[src/rtl/cmd_cntrl_q.sv]
// Follower command controller with a FIFO of destination station IDs.
// Pops the head on a matching station ID; drives go/in_transit and a piezo PWM while blocked.
module cmd_cntrl_q #(
  parameter int unsigned IDW         = 6,
  parameter int unsigned DEPTH       = 4,
  parameter int unsigned BUZZ_PERIOD = 12500,
  parameter int unsigned BUZZ_HIGH   = 6250
) (
  input  logic                         clk,
  input  logic                         rst_n,
  input  logic [IDW+1:0]               cmd,
  input  logic                         cmd_rdy,
  output logic                         clr_cmd_rdy,
  input  logic [IDW+1:0]               ID,
  input  logic                         ID_vld,
  output logic                         clr_ID_vld,
  input  logic                         OK2Move,
  output logic                         in_transit,
  output logic                         go,
  output logic                         buzz,
  output logic                         buzz_n,
  output logic [IDW-1:0]               dest_id,
  output logic [$clog2(DEPTH+1)-1:0]   q_cnt,
  output logic                         q_ovf
);

  localparam int unsigned PW = $clog2(DEPTH);
  localparam int unsigned CW = $clog2(DEPTH + 1);
  localparam int unsigned BW = $clog2(BUZZ_PERIOD);

  localparam logic [PW-1:0] PtrMax   = PW'(DEPTH - 1);
  localparam logic [CW-1:0] CntFull  = CW'(DEPTH);
  localparam logic [BW-1:0] BuzzLast = BW'(BUZZ_PERIOD - 1);
  localparam logic [BW-1:0] BuzzHigh = BW'(BUZZ_HIGH);

  localparam logic [1:0] OpStop   = 2'b00;
  localparam logic [1:0] OpGoto   = 2'b01;
  localparam logic [1:0] OpAppend = 2'b10;

  typedef enum logic {StIdle, StTransit} state_e;

  state_e          state_q;
  logic [IDW-1:0]  mem_q [DEPTH];
  logic [PW-1:0]   head_q, tail_q;
  logic [CW-1:0]   cnt_q;
  logic            ovf_q;
  logic [BW-1:0]   bcnt_q;
  logic            buzz_q, buzz_n_q;

  logic [1:0]      op;
  logic [IDW-1:0]  dst;
  logic            id_take, id_match, buzz_en, buzz_hi;

  function automatic logic [PW-1:0] ptr_inc(input logic [PW-1:0] p);
    return (p == PtrMax) ? '0 : p + PW'(1);
  endfunction

  assign op  = cmd[IDW+1:IDW];
  assign dst = cmd[IDW-1:0];

  // Command always wins; an ID waiting alongside it is serviced on a later cycle.
  assign id_take  = ID_vld & ~cmd_rdy;
  assign id_match = id_take && (state_q == StTransit) && (cnt_q != '0) &&
                    (ID[IDW-1:0] == dest_id);

  assign clr_cmd_rdy = cmd_rdy;
  assign clr_ID_vld  = id_take;
  assign in_transit  = (state_q == StTransit);
  assign go          = in_transit & OK2Move;
  assign dest_id     = (cnt_q == '0) ? '0 : mem_q[head_q];
  assign q_cnt       = cnt_q;
  assign q_ovf       = ovf_q;
  assign buzz        = buzz_q;
  assign buzz_n      = buzz_n_q;

  always_ff @(posedge clk or negedge rst_n) begin
    if (!rst_n) begin
      state_q <= StIdle;
      head_q  <= '0;
      tail_q  <= '0;
      cnt_q   <= '0;
      ovf_q   <= 1'b0;
      for (int i = 0; i < DEPTH; i++) mem_q[i] <= '0;
    end else begin
      ovf_q <= 1'b0;
      if (cmd_rdy) begin
        case (op)
          OpStop: begin
            state_q <= StIdle;
            head_q  <= '0;
            tail_q  <= '0;
            cnt_q   <= '0;
          end
          OpGoto: begin
            state_q  <= StTransit;
            mem_q[0] <= dst;
            head_q   <= '0;
            tail_q   <= ptr_inc('0);
            cnt_q    <= CW'(1);
          end
          OpAppend: begin
            if (cnt_q == CntFull) begin
              ovf_q <= 1'b1;
            end else begin
              state_q       <= StTransit;
              mem_q[tail_q] <= dst;
              tail_q        <= ptr_inc(tail_q);
              cnt_q         <= cnt_q + CW'(1);
            end
          end
          default: ;
        endcase
      end else if (id_match) begin
        head_q <= ptr_inc(head_q);
        cnt_q  <= cnt_q - CW'(1);
        if (cnt_q == CW'(1)) state_q <= StIdle;
      end
    end
  end

  // Piezo: counter restarts at 0 whenever motion becomes blocked.
  assign buzz_en = in_transit & ~OK2Move;
  assign buzz_hi = (bcnt_q < BuzzHigh);

  always_ff @(posedge clk or negedge rst_n) begin
    if (!rst_n) begin
      bcnt_q   <= '0;
      buzz_q   <= 1'b0;
      buzz_n_q <= 1'b0;
    end else if (!buzz_en) begin
      bcnt_q   <= '0;
      buzz_q   <= 1'b0;
      buzz_n_q <= 1'b0;
    end else begin
      buzz_q   <= buzz_hi;
      buzz_n_q <= ~buzz_hi;
      bcnt_q   <= (bcnt_q == BuzzLast) ? '0 : bcnt_q + BW'(1);
    end
  end

endmodule

[config.mk]
export PLATFORM = sky130hd
export DESIGN_NAME = cmd_cntrl_q
export DESIGN_NICKNAME = d
export VERILOG_FILES = /design/src/rtl/cmd_cntrl_q.sv
export SDC_FILE = /design/constraint.sdc
export NUM_CORES = 1
export LEC_CHECK = 0
export BUFFER_PORTS_ARGS = -buffer_cell sky130_fd_sc_hd__buf_2
export CAP_MARGIN = 20
export CELL_PAD_IN_SITES_DETAIL_PLACEMENT = 0
export CELL_PAD_IN_SITES_GLOBAL_PLACEMENT = 1
export CORE_MARGIN = 4
export CORE_UTILIZATION = 30
export CTS_BUF_LIST = sky130_fd_sc_hd__clkbuf_4 sky130_fd_sc_hd__clkbuf_8
export DETAILED_ROUTE_END_ITERATION = 6
export PLACE_DENSITY_LB_ADDON = 0.1
export SYNTH_ARGS = -nofsm -noshare
export SYNTH_HDL_FRONTEND = slang
export SYNTH_SLANG_ARGS = --single-unit
export TNS_END_PERCENT = 20
[constraint.sdc]
create_clock -name clk -period 3.2 [get_ports clk]
set_input_delay 0.8 -clock clk [delete_from_list [all_inputs] [get_ports clk]]
set_output_delay 0.8 -clock clk [all_outputs]
set_load 0.1 [all_outputs]
# After elaboration in Yosys (flattened, before gate mapping)
# Index checks and enable logic that the tools add are counted.
dict set report totals {
  register_bits 49
  input_bits 21
  output_inout_bits 16
  wordCells 92
}
dict set report classes {
  n_addsub 5
  order_cmp 4
  eq_ne 12
  n_mux 32
  bitwise_logic 9
  n_reduce_logical 18
}
# op n
set ops {}
lappend ops {{2-to-1 mux 14 bit} 2}
lappend ops {{bitwise mux 24 bit} 1}
lappend ops {{2-to-1 mux 24 bit} 1}
lappend ops {{2-to-1 mux 6 bit} 4}
lappend ops {{adder 14 x 1 -> 14 bit, second input constant} 1}
lappend ops {{== test 14 bit, second input constant} 1}
lappend ops {{less-than comparator 14 x 13 -> 1 bit, second input constant} 1}
lappend ops {{binary-select mux 6 bit (select 2 bit)} 1}
lappend ops {{demux 6 bit (select 2 bit)} 1}
lappend ops {{2-to-1 mux 2 bit} 6}
lappend ops {{case mux 6 bit (2 select lines)} 1}
lappend ops {{AND reduction 3 bit} 4}
lappend ops {{2-to-1 mux 1 bit} 9}
lappend ops {{2-to-1 mux 3 bit} 3}
lappend ops {{case mux 3 bit (3 select lines)} 1}
lappend ops {{== test 2 bit, second input constant} 3}
lappend ops {{== test 6 bit} 1}
lappend ops {{>= comparator 3 bit, second input constant} 2}
lappend ops {{inverter 2 -> 3 bit} 2}
lappend ops {{case mux 2 bit (3 select lines)} 1}
lappend ops {{nonzero test 2 bit} 3}
lappend ops {{nonzero test 3 bit} 2}
lappend ops {{adder 2 x 1 -> 2 bit, second input constant} 2}
lappend ops {{logical AND 1 bit} 4}
lappend ops {{17 further kinds} 23}

# Longest topological paths before layout
dict set report depth {
  ltp_word 9
  ltp_mapped 9
  depth_no_buf 8
}

# Least setup slack after synthesis
# No wires, ideal clock.
dict set report synth_timing {
  path_type {input port to flip-flop}
  startpoint {input port cmd_rdy}
  endpoint {register cnt_q[1] (netlist: q_cnt[1])}
  setup_ns 0.086
  arrival_ns 3.810
  required_ns 3.114
  slack_ns -0.695
  cell_stages 7
  path_buffers 1
  cell_sequence {buf_4 -> nor2b_1 -> nand3_1 -> or4_4 -> a211oi_4 -> mux2_4 -> o221ai_2}
}
dict set report synth_via {
  elab_chain_cells 7
  word_cells_on_any_way 10
  classes_between {eq/ne: 2; mux: 1; bitwise: 2; reduce/logical: 5}
}
# element line_no
set synth_lines {}
lappend synth_lines {{from (decl)} 12} ;# input logic cmd_rdy,
lappend synth_lines {{inverter 1 bit} 62} ;# assign id_take = ID_vld & ~cmd_rdy;
lappend synth_lines {{bitwise AND 1 bit} 62}
lappend synth_lines {{net clr_ID_vld} 16} ;# output logic clr_ID_vld,
lappend synth_lines {{logical AND 1 bit (3 in series)} 63} ;# assign id_match = id_take && (state_q == StTransit) && (cnt_q != '0) &&
lappend synth_lines {{nonzero test 2 bit (no source line)} n/a}
lappend synth_lines {{AND reduction 3 bit (no source line)} n/a}
lappend synth_lines {{to (signal assigned)} 108} ;# cnt_q <= cnt_q + CW'(1);
lappend synth_lines {{to (signal assigned)} 115} ;# cnt_q <= cnt_q - CW'(1);
lappend synth_lines {{to (decl)} 45} ;# logic [CW-1:0] cnt_q;
# The timed path passes the listed nets, and every way through them passes these cells.
# A chain may end at the register's enable or synchronous reset.

# Final worst setup path
dict set report layout_timing {
  startpoint {register head_q[0]}
  endpoint {output port dest_id[4]}
}
dict set report layout_via {
  elab_chain_cells 5
}
# element line_no
set layout_lines {}
lappend layout_lines {{from (decl)} 44} ;# logic [PW-1:0] head_q, tail_q;
lappend layout_lines {{from (signal assigned)} 114} ;# head_q <= ptr_inc(head_q);
lappend layout_lines {{inverter 2 -> 3 bit (not written as such)} 70} ;# assign dest_id = (cnt_q == '0) ? '0 : mem_q[head_q];
lappend layout_lines {{binary-select mux 6 bit (select 2 bit)} 70}
lappend layout_lines {{2-to-1 mux 6 bit (not written as such) (2 in series)} 70}
lappend layout_lines {{2-to-1 mux 6 bit} 70}
lappend layout_lines {{to (decl)} 22} ;# output logic [IDW-1:0] dest_id,
# Every way passes these cells. The select of a mux whose other input is x is not followed.

==> flow_summary.json <==
{
  "clock_latency_ns": 0.30,
  "hold_violations": 0,
  "io_buffers": 34,
  "clk_pin_slew_worst_paths_ns": 0.09,
  "maxCapViolations": 0,
  "muxShareOfSynthArea_pct": 14.5,
  "multiInputGateArea_um2": 1390,
  "period_share_pct": 91.2,
  "layout_common_cells": "dfrtp_1 (47), buf_2 (34), nor2_1 (22)",
  "remaining_drc_errors": 0,
  "ant_nets": 0,
  "endpoint_kind": "primary output",
  "hpwl_mm": 4.51,
  "crit_buf_inv": 1,
  "period_minus_slack_ns": 2.92,
  "switching_share_pct": 38.0,
  "rr_worst_depth": 6,
  "comb_power_share_pct": 33.4,
  "drive_above_1_share_pct": 27.1,
  "seqPwrFrac_pct": 39.4,
  "place.gp.congestion": 0.713,
  "p_int_mw": 1.19,
  "critPathKind": "flop to primary output",
  "cts_root_buf": "clkbuf_8",
  "row_count": 34,
  "syn_to_final_growth_pct": 15.5,
  "ys_types": 43,
  "drt_iter0_markers": 38,
  "grt_pass1_wl_mm": 10.3,
  "htree_levels": 2,
  "grt_usage_pct": 11.7,
  "synth_compound_area_share_pct": 7.44,
  "synthTopCellsByArea": "dfrtp_1 (45%), mux2_2 (7.4%), ha_1 (6.4%), xor2_1 (4.2%), mux4_1 (3.8%)",
  "synthSimpleGateAreaFrac_pct": 16.6,
  "drt_pass1_iterations": 4,
  "worstMarginPinSlew_ns": 0.611,
  "dieArea_um2": 10700,
  "fmax_mhz": 343,
  "fin_ws_ns": 0.281,
  "syn_area_um2": 2740,
  "wl_per_cell_um": 14.9,
  "tns_ns": 0,
  "synth_xor_area_share_pct": 5.43,
  "grt_pass1_vias": 2012,
  "cp_max_fo": 7,
  "nFillCells": 884,
  "die_w_um": 104,
  "holdCritPathClass": "flop to flop",
  "start_kind": "flop",
  "initial_core_util_pct": 31.1,
  "critical_path.cell_chain": "mux4_1 -> and2_2 -> buf_2",
  "ys_warn_count": 0,
  "p_leak_nw": 1.48,
  "routed-via-count": 1919,
  "powerDensity_nw_per_um2": 604,
  "finalClockSkew_ns": 0.00801,
  "slew_viol_final": 0,
  "fp.coreArea_um2": 8810,
  "critical-path-top-delay-family": "multiplexers",
  "p_switching_mw": 0.727,
  "synth_largest_area_cell": "dfrtp_1",
  "post_cts_buffers": 0,
  "hold_depth": 1,
  "synth_seq_cells": 49,
  "cts_hold_buf": 0,
  "netlist.area_leader.share_pct": 44.7,
  "synth-seq-area-share_pct": 44.7,
  "synth_area_per_cell_um2": 10.8,
  "num_io_pins": 37,
  "final_core_util_pct": 35.9,
  "worstPathRequired_ns": 2.40,
  "diodes": 0,
  "final_common_cell": "dfrtp_1",
  "clkPwrFrac_pct": 27.2,
  "cts_tree": "built",
  "pre_cts_ws_ns": 0.327,
  "syn-num-nets": 290,
  "cts_max_path_buffers": 2,
  "cp.depth": 3,
  "final_nets": 329,
  "finalSetupViolations": 0,
  "grt_overflow": 0,
  "grt_max_degree": 27,
  "synth_top_family_by_area": "simple AND/OR/NAND/NOR gates",
  "viasPerCell": 4.76,
  "wl_mm": 5.99,
  "max_slew_margin_pct": 58.9,
  "arrival_ns": 2.12,
  "status": "completed",
  "post_cts_resized": 0,
  "die_h_um": 104,
  "synthCells": 255,
  "register_area_um2": 1230,
  "peakVddDrop_mv": 0.198,
  "max_stage_delay_ns": 0.70,
  "crit_path_top_delay_cell": "mux4_1",
  "cts.sinks": 49,
  "synthAdderAreaFrac_pct": 6.39,
  "antenna_found_initial": 0,
  "numCtsBuffers": 5,
  "rsz0062_at_grt": "no"
}
-- Yosys cell counts --
cell type	n
nand3b_1	1
or4_4	1
dfrtp_1	49
a2bb2oi_1	1
o21a_1	1
a31oi_1	1
xor2_1	13
a22oi_1	1
and2_2	4
mux2_2	18
or3_1	1
nand4_1	6
o221ai_2	1
clkbuf_8	1
nand2_1	18
nand4b_1	1
nor3_1	3
a211oi_4	1
and4_1	1
and3_1	3
clkbuf_1	2
mux4_1	4
o21ai_0	17
o211ai_1	1
o21ai_1	2
nor4_1	1
o21bai_1	1
and2_1	5
a21oi_1	4
mux2i_1	3
nor2_1	22
nand3_1	17
buf_6	3
a31o_2	1
mux2_4	1
xnor2_1	4
inv_1	17
nor3b_1	1
ha_1	14
nand2b_1	2
nor2b_1	3
buf_4	2
mux4_2	2
-- state kept, by name (all words and copies together), names as in the netlist --
signal and flops:
q_cnt 3, buzz 1, q_ovf 1, in_transit 1, buzz_n 1, tail_q 2
head_q 2, mem_q 24, bcnt_q 14
-- stage by stage --
step	total power [mW]	instance area (um2)	instances	hold slack (ns)
2_1_floorplan	1.27	2750	255	0.447
3_3_place_gp	1.41	3030	395	0.481
3_5_place_dp	1.42	3030	395	0.477
4_1_cts	1.95	3170	403	0.491
5_1_grt	2.01	3170	403	0.523
6_report	1.91	3170	403	0.485
-- kinds of logic (layout without fill, tap and decap cells) --
logic type	Yosys count	in the layout
AOI/OAI and AO/OA	32	32
xor gates and xnor gates	17	17
adders and majority gates	14	14
buffers and inverters	25	65
DFF	49	49
muxes	28	28
and+or+nand+nor	90	90
-- layout make-up --
cell class,instances,share of cell area (%)
Multi-Input combinational cell,181,43.9
Sequential cell,49,38.8
Timing Repair Buffer,40,6.80
Tap cell,108,4.27
Clock buffer,5,2.17
Clock inverter,3,2.06
Inverter,17,2.02
-- metal layers --
layer  GRT usage [%]  vias to the layer above  routed length [um]
met3            2.43                        5                 243
met1            15.8                      922                2880
li1                -                      961                   -
met5               0                        -                   0
met2            18.8                       31                2800
met4            3.42                        0                  71
-- path summary, 6_finish.rpt --
kind | from | endpoint | slack [ns]
max | head_q[0]$_DFFE_PN0P_ | dest_id[4] | 0.28
min | bcnt_q[0]$_DFF_PN0_ | bcnt_q[0]$_DFF_PN0_ | 0.49
max reg2reg | head_q[0]$_DFFE_PN0P_ | q_cnt[1]$_DFFE_PN0P_ | 0.35
min reg2reg | bcnt_q[0]$_DFF_PN0_ | bcnt_q[0]$_DFF_PN0_ | 0.49
max in group asynchronous | rst_n | mem_q[23]$_DFFE_PN0P_ | 2.08
min in group asynchronous | rst_n | in_transit$_DFFE_PN0P_ | 0.50
-- power groups by stage --
| stage | registers (mW) | clock network, mW | logic [mW] |
|---|---|---|---|
| after CTS | 0.756 | 0.545 | 0.651 |
| final | 0.753 | 0.520 | 0.640 |
| after global placement | 0.769 | 0 | 0.645 |
| after global routing | 0.766 | 0.560 | 0.687 |
| after detailed placement | 0.768 | 0 | 0.649 |
| after floorplan | 0.845 | 0 | 0.428 |
No activity file was read; power rests on OpenSTA's default activity.
